--- src/rtl/series_pkg.sv ---
// series_pkg: shared types for the series frame loader.
//   loader_state_t     : FILL / LAUNCH / WAIT_DONE loader states
//   DEFAULT_DATA_WIDTH : default word width of the frame stream
//   data_word_t        : one stream word at the default width
package series_pkg;

    typedef enum logic [1:0] {
        FILL      = 2'd0,
        LAUNCH    = 2'd1,
        WAIT_DONE = 2'd2
    } loader_state_t;

    localparam int unsigned DEFAULT_DATA_WIDTH = 32;

    typedef logic [DEFAULT_DATA_WIDTH-1:0] data_word_t;

endpackage : series_pkg

--- src/rtl/series_frame_loader.sv ---
// series_frame_loader: packs a valid/ready word stream into an N-word frame,
// launches the series summer with a one-cycle start pulse, and then freezes the
// frame until the summer raises sum_done again.
// Ports:
//   clk, reset         clock, asynchronous active-high reset
//   in_valid/in_ready  upstream handshake; in_data word, in_last ends a short frame
//   data_array         frame to the summer, word 0 in the low slot
//   start              one-cycle launch pulse
//   sum_done           summer completion flag; only its rising edge releases
//   busy               frame launched and awaiting completion
//   short_frame        one-cycle pulse alongside start when the frame was padded
//   frames_launched    wrapping count of start pulses
module series_frame_loader
    import series_pkg::*;
#(
    parameter int unsigned N          = 10,
    parameter int unsigned DATA_WIDTH = DEFAULT_DATA_WIDTH,
    parameter int unsigned CNT_WIDTH  = 16
) (
    input  logic                               clk,
    input  logic                               reset,
    input  logic                               in_valid,
    input  logic [DATA_WIDTH-1:0]              in_data,
    input  logic                               in_last,
    output logic                               in_ready,
    output logic [N-1:0][DATA_WIDTH-1:0]       data_array,
    output logic                               start,
    input  logic                               sum_done,
    output logic                               busy,
    output logic                               short_frame,
    output logic [CNT_WIDTH-1:0]               frames_launched
);

    localparam int unsigned     IDX_W    = $clog2(N);
    localparam logic [IDX_W-1:0] LAST_IDX = IDX_W'(N - 1);

    loader_state_t                   state_q, state_d;
    logic [IDX_W-1:0]                wr_idx_q, wr_idx_d;
    logic [N-1:0][DATA_WIDTH-1:0]    array_q, array_d;
    logic [CNT_WIDTH-1:0]            frames_q, frames_d;
    logic                            done_q;
    logic                            start_q, start_d;
    logic                            busy_q, busy_d;
    logic                            short_q, short_d;
    logic                            ready_q, ready_d;

    // State, frame storage and registered outputs.
    always_ff @(posedge clk or posedge reset) begin
        if (reset) begin
            state_q  <= FILL;
            wr_idx_q <= '0;
            array_q  <= '0;
            frames_q <= '0;
            done_q   <= 1'b0;
            start_q  <= 1'b0;
            busy_q   <= 1'b0;
            short_q  <= 1'b0;
            ready_q  <= 1'b1;
        end else begin
            state_q  <= state_d;
            wr_idx_q <= wr_idx_d;
            array_q  <= array_d;
            frames_q <= frames_d;
            done_q   <= sum_done;
            start_q  <= start_d;
            busy_q   <= busy_d;
            short_q  <= short_d;
            ready_q  <= ready_d;
        end
    end

    // Next-state: fill, pad, launch, and wait for a fresh sum_done edge.
    always_comb begin
        state_d  = state_q;
        wr_idx_d = wr_idx_q;
        array_d  = array_q;
        frames_d = frames_q;
        start_d  = 1'b0;
        short_d  = 1'b0;

        case (state_q)
            FILL: begin
                if (in_valid) begin
                    array_d[wr_idx_q] = in_data;
                    if (wr_idx_q == LAST_IDX) begin
                        state_d = LAUNCH;
                    end else if (in_last) begin
                        // Zero the tail so stale words never reach the sum.
                        for (int unsigned i = 0; i < N; i++) begin
                            if (i > 32'(wr_idx_q)) begin
                                array_d[i] = '0;
                            end
                        end
                        short_d = 1'b1;
                        state_d = LAUNCH;
                    end else begin
                        wr_idx_d = wr_idx_q + IDX_W'(1);
                    end
                    // start and the count move together on entry to LAUNCH.
                    if (state_d == LAUNCH) begin
                        start_d  = 1'b1;
                        frames_d = frames_q + CNT_WIDTH'(1);
                    end
                end
            end
            LAUNCH: begin
                state_d = WAIT_DONE;
            end
            WAIT_DONE: begin
                // A level carried over from the previous frame does not release.
                if (sum_done && !done_q) begin
                    state_d  = FILL;
                    wr_idx_d = '0;
                end
            end
            default: begin
                state_d  = FILL;
                wr_idx_d = '0;
            end
        endcase
    end

    assign ready_d = (state_d == FILL);
    assign busy_d  = (state_d == WAIT_DONE);

    assign in_ready        = ready_q;
    assign data_array      = array_q;
    assign start           = start_q;
    assign busy            = busy_q;
    assign short_frame     = short_q;
    assign frames_launched = frames_q;

endmodule : series_frame_loader

--- config.mk ---
export PLATFORM = sky130hd
export DESIGN_NAME = series_frame_loader
export DESIGN_NICKNAME = d
export VERILOG_FILES = /design/src/rtl/series_pkg.sv /design/src/rtl/series_frame_loader.sv
export SDC_FILE = /design/constraint.sdc
export NUM_CORES = 1
export LEC_CHECK = 0
export CORE_ASPECT_RATIO = 0.9
export CORE_MARGIN = 2
export CORE_UTILIZATION = 52
export CTS_CLUSTER_DIAMETER = 50
export DETAILED_ROUTE_END_ITERATION = 8
export GPL_ROUTABILITY_DRIVEN = 0
export HOLD_SLACK_MARGIN = 0.12
export PLACE_DENSITY = 0.85
export SLEW_MARGIN = 20
export SYNTH_ARGS = -nofsm -noshare
export SYNTH_HDL_FRONTEND = slang
export SYNTH_SLANG_ARGS = --single-unit
--- constraint.sdc ---
create_clock -name clk -period 27.4 [get_ports clk]
set_input_delay 2.74 -clock clk [delete_from_list [all_inputs] [get_ports clk]]
set_output_delay 2.74 -clock clk [all_outputs]
set_load 0.01 [all_outputs]
==> summary.txt <==
======================================================================================
Main area contributors after synthesis .................................. sky130_fd_sc_hd__dfrtp_1 (62%), sky130_fd_sc_hd__nand2_1 (16%), sky130_fd_sc_hd__a21oi_1 (10%), sky130_fd_sc_hd__mux2_2 (2.8%), sky130_fd_sc_hd__clkbuf_1 (1.9%)
Setup TNS Final .........................................................         0 ps
Number of antenna-violating nets in the routed design ...................            0
Placed Cells ............................................................         2104
Count of maximum capacitance violations .................................            0
Max-slew violation total from the final report ..........................            0
Highest attainable clock frequency ......................................      201 MHz
Count of vias placed by the detailed router .............................        12.4k
Number of diodes ........................................................            0
Post-route insts no fill ................................................         2165
CP Data Required Time ...................................................     27770 ps
Met1 layer usage reported by global route ...............................        0.437
Pint ....................................................................      1150 uW
Portion of total power attributed to combinational logic ................        0.315
First-pass GRT wire length ..............................................      72.7 mm
Warning count from the yosys run ........................................            0
Post-CTS Hold Fix Bufs ..................................................            0
Ports ...................................................................          377
Library cell with the highest instance count after synthesis ............ sky130_fd_sc_hd__nand2_1
Result of the run ....................................................... finished clean
Sw Ratio ................................................................        0.319
Post-synthesis sequential element count .................................          347
Post-synthesis adder-cell area fraction .................................      0.00445
Maximum VDD drop ........................................................      58.7 uV
Number of remaining DRC errors ..........................................            0
Skew-Pair Late Insertion Delay ..........................................       510 ps
Most crowded layer after global routing .................................         met2
Synthesized Nets ........................................................         1527
Total of cells resized after clock tree synthesis .......................            0
Clock tree skew after final layout ......................................      10.5 ps
Share of synthesized cell area in and, or, nand and nor gates ...........        0.185
Cell at the root of the clock tree ...................................... sky130_fd_sc_hd__clkbuf_16
Area fraction of the dominant cell type after synthesis .................        0.616
Critical Setup Path Class ...............................................    in -> reg
H-tree level count ......................................................            2
Setup violators final ...................................................            0
Pleak ...................................................................   0.00802 uW
Clock buffer count from CTS .............................................           37
Global-route usage over all layers ......................................        0.340
Clock Power Share .......................................................        0.273
Shortest period the worst path allows ...................................      4970 ps
Largest net degree at the start of global routing .......................          126
Normalized max-slew margin ..............................................        0.250
Critical path launch point type ......................................... primary input
Xor-xnor portion of the synthesized cell area ...........................       0.0106
Violation count after the first detailed-routing iteration ..............         1310
Power per cell area .....................................................  89.2 nW/um2
Routed wire length ......................................................      48.5 mm
Met3 GRT Util ...........................................................       0.0945
Half-perimeter wire length of the detailed placement result .............      31.7 mm
Final Hold Violating Endpoints ..........................................            0
Post-synth design cell area .............................................    14100 um2
Overflow after GRT ......................................................            0
Fraction of layout instances using a drive strength above 1 .............       0.0712
Number of port buffers ..................................................          376
Total number of placement rows ..........................................           57
# clock sinks ...........................................................          347
Number of distinct standard cells referenced by the synthesized netlist .           34
Drt pass-1 iters ........................................................            6
Multiplexer share of the synthesized area ...............................       0.0280
Number of global-route vias before repair ...............................        12.4k
Crit path capture type ..................................................    flip-flop
Largest buffer count on any clock path ..................................            3
Largest family of logic cells by synthesized area ....................... simple AND/OR/NAND/NOR gates
Share of async-settable or async-resettable flops after synthesis .......         1.00
Number of flops mapped to enable cells by yosys .........................            0
Portion of the post-synthesis area used by sequential elements ..........        0.618
Area growth, synth to finish ............................................        35.1%
Routed wire length per instance .........................................      22.4 um
Class of the tightest hold or removal check .............................   reg -> reg
Crit Path Max Fanout ....................................................           22
Number of nets at the end of the flow ...................................         1832
Worst EP arrival ........................................................      5340 ps
Mean area per synthesized cell ..........................................     9.46 um2
Die height ..............................................................       160 um
Leading cell types by count after synthesis ............................. sky130_fd_sc_hd__nand2_1 (581), sky130_fd_sc_hd__dfrtp_1 (346), sky130_fd_sc_hd__a21oi_1 (289)
Sequential cell fraction of total power .................................        0.411
Die Width ...............................................................       177 um
Starting density of the core ............................................        0.524
Initial antenna violation count .........................................            0
Global-route track usage on met2 ........................................        0.524
Top_reg_cell synth ...................................................... sky130_fd_sc_hd__dfrtp_1
Post-CTS setup buffer count .............................................            0
Power dissipated by switching net loads .................................       539 uW
Unrepaired setup endpoints after global routing .........................           no
Post-synthesis compound-gate area fraction ..............................        0.108
Total core area .........................................................    26800 um2
Cell taking the most area after synthesis ............................... sky130_fd_sc_hd__dfrtp_1
Area of the die .........................................................    28400 um2
Vias per Instance .......................................................         5.74
Crit share post-route ...................................................        0.181
Least-Margin Pin Slew ...................................................      1120 ps
Clock tree from TritonCTS ...............................................         done
Worst R2R Setup Slack ...................................................     24430 ps
Clk slew on worst S/H paths .............................................        60 ps
Number of standard cells after synthesis ................................         1485
======================================================================================
==> stage by stage <==
| step | power [uW] | hold WS [ps] | worst slack (ps) | instance area [um2] | utilization |
|---|---|---|---|---|---|
| after floorplan | 925 | 508 | 15040 | 14100 | - |
| after detailed placement | 1230 | 465 | 21520 | 17900 | 0.666 |
| after CTS | 1690 | 473 | 22050 | 19000 | 0.707 |
| final | 1690 | 471 | 22430 | 19000 | 0.708 |
| after global placement | 1210 | 469 | 21550 | 17900 | 0.666 |
| after global routing | 1770 | 487 | 22110 | 19000 | 0.708 |
==> area by class of cell <==
class                           instances  area, um2
Timing Repair Buffer                  400       3960
Clock buffer                           51       1010
Inverter                                5       26.3
Fill cell                            1976       7830
Tap cell                              354        443
Multi-Input combinational cell        999       4780
Sequential cell                       347       8680
Clock inverter                          9       80.1
==> sequential cells by signal (all words and copies together) (netlist names) <==
name             flops
done_q               1
wr_idx_q             4
short_frame          1
busy                 1
state_q              2
data_array         320
in_ready             1
frames_launched     16
start                1
==> path summary, 6_finish.rpt <==
| check | start | endpoint | depth (start not counted) |
|---|---|---|---|
| setup reg to reg | wr_idx_q[2] | data_array[15] | 3 |
| min in group asynchronous | reset | frames_launched[11] | 2 |
| max in group asynchronous | reset | data_array[46] | 5 |
| setup / recovery | in_valid | data_array[167] | 6 |
| hold / removal | frames_launched[15] | frames_launched[15] | 1 |
| hold reg to reg | frames_launched[15] | frames_launched[15] | 1 |
==> power by group through the flow <==
stage          clock network, uW  logic, uW  registers, uW
2_1_floorplan                  0        185            740
3_3_place_gp                   0        512            695
3_5_place_dp                   0        529            701
4_1_cts                      466        533            694
5_1_grt                      491        568            706
6_report                     463        534            696
==> placed cells by master, fill, tap and decap left out, types with 9 or more instances in the layout <==
cell                              count
sky130_fd_sc_hd__clkbuf_1            11
sky130_fd_sc_hd__nand2_1            581
sky130_fd_sc_hd__mux2_2              35
sky130_fd_sc_hd__a21oi_1            289
sky130_fd_sc_hd__and3_1               9
sky130_fd_sc_hd__clkbuf_16           37
sky130_fd_sc_hd__nand3_1             13
sky130_fd_sc_hd__xnor2_1             14
sky130_fd_sc_hd__clkdlybuf4s50_1    376
sky130_fd_sc_hd__buf_4               23
sky130_fd_sc_hd__dfrtp_1            346
==> critical path, stage by stage <==
cell and delay, ps:
sky130_fd_sc_hd__clkdlybuf4s50_1 470, sky130_fd_sc_hd__or3b_1 560, sky130_fd_sc_hd__nor3_4 540, sky130_fd_sc_hd__and2_1 520
sky130_fd_sc_hd__buf_4 400, sky130_fd_sc_hd__a21oi_1 100
==> cells by family after synthesis <==
| group | Yosys count |
|---|---|
| AOI/OAI and AO/OA | 298 |
| xor gates and xnor gates | 17 |
| adders and majority gates | 5 |
| buffers and inverters | 139 |
| DFF | 347 |
| muxes | 35 |
| and+or+nand+nor | 644 |
==> layer usage <==
| metal | wire [um] | up-vias | share of wire |
|---|---|---|---|
| met2 | 22200 | 790 | 0.46 |
| li1 | - | 5401 | - |
| met3 | 5520 | 197 | 0.11 |
| met1 | 17800 | 6048 | 0.37 |
| met4 | 2980 | 0 | 0.061 |
| met5 | 0 | - | 0 |
(Power assumes the default switching activity.)
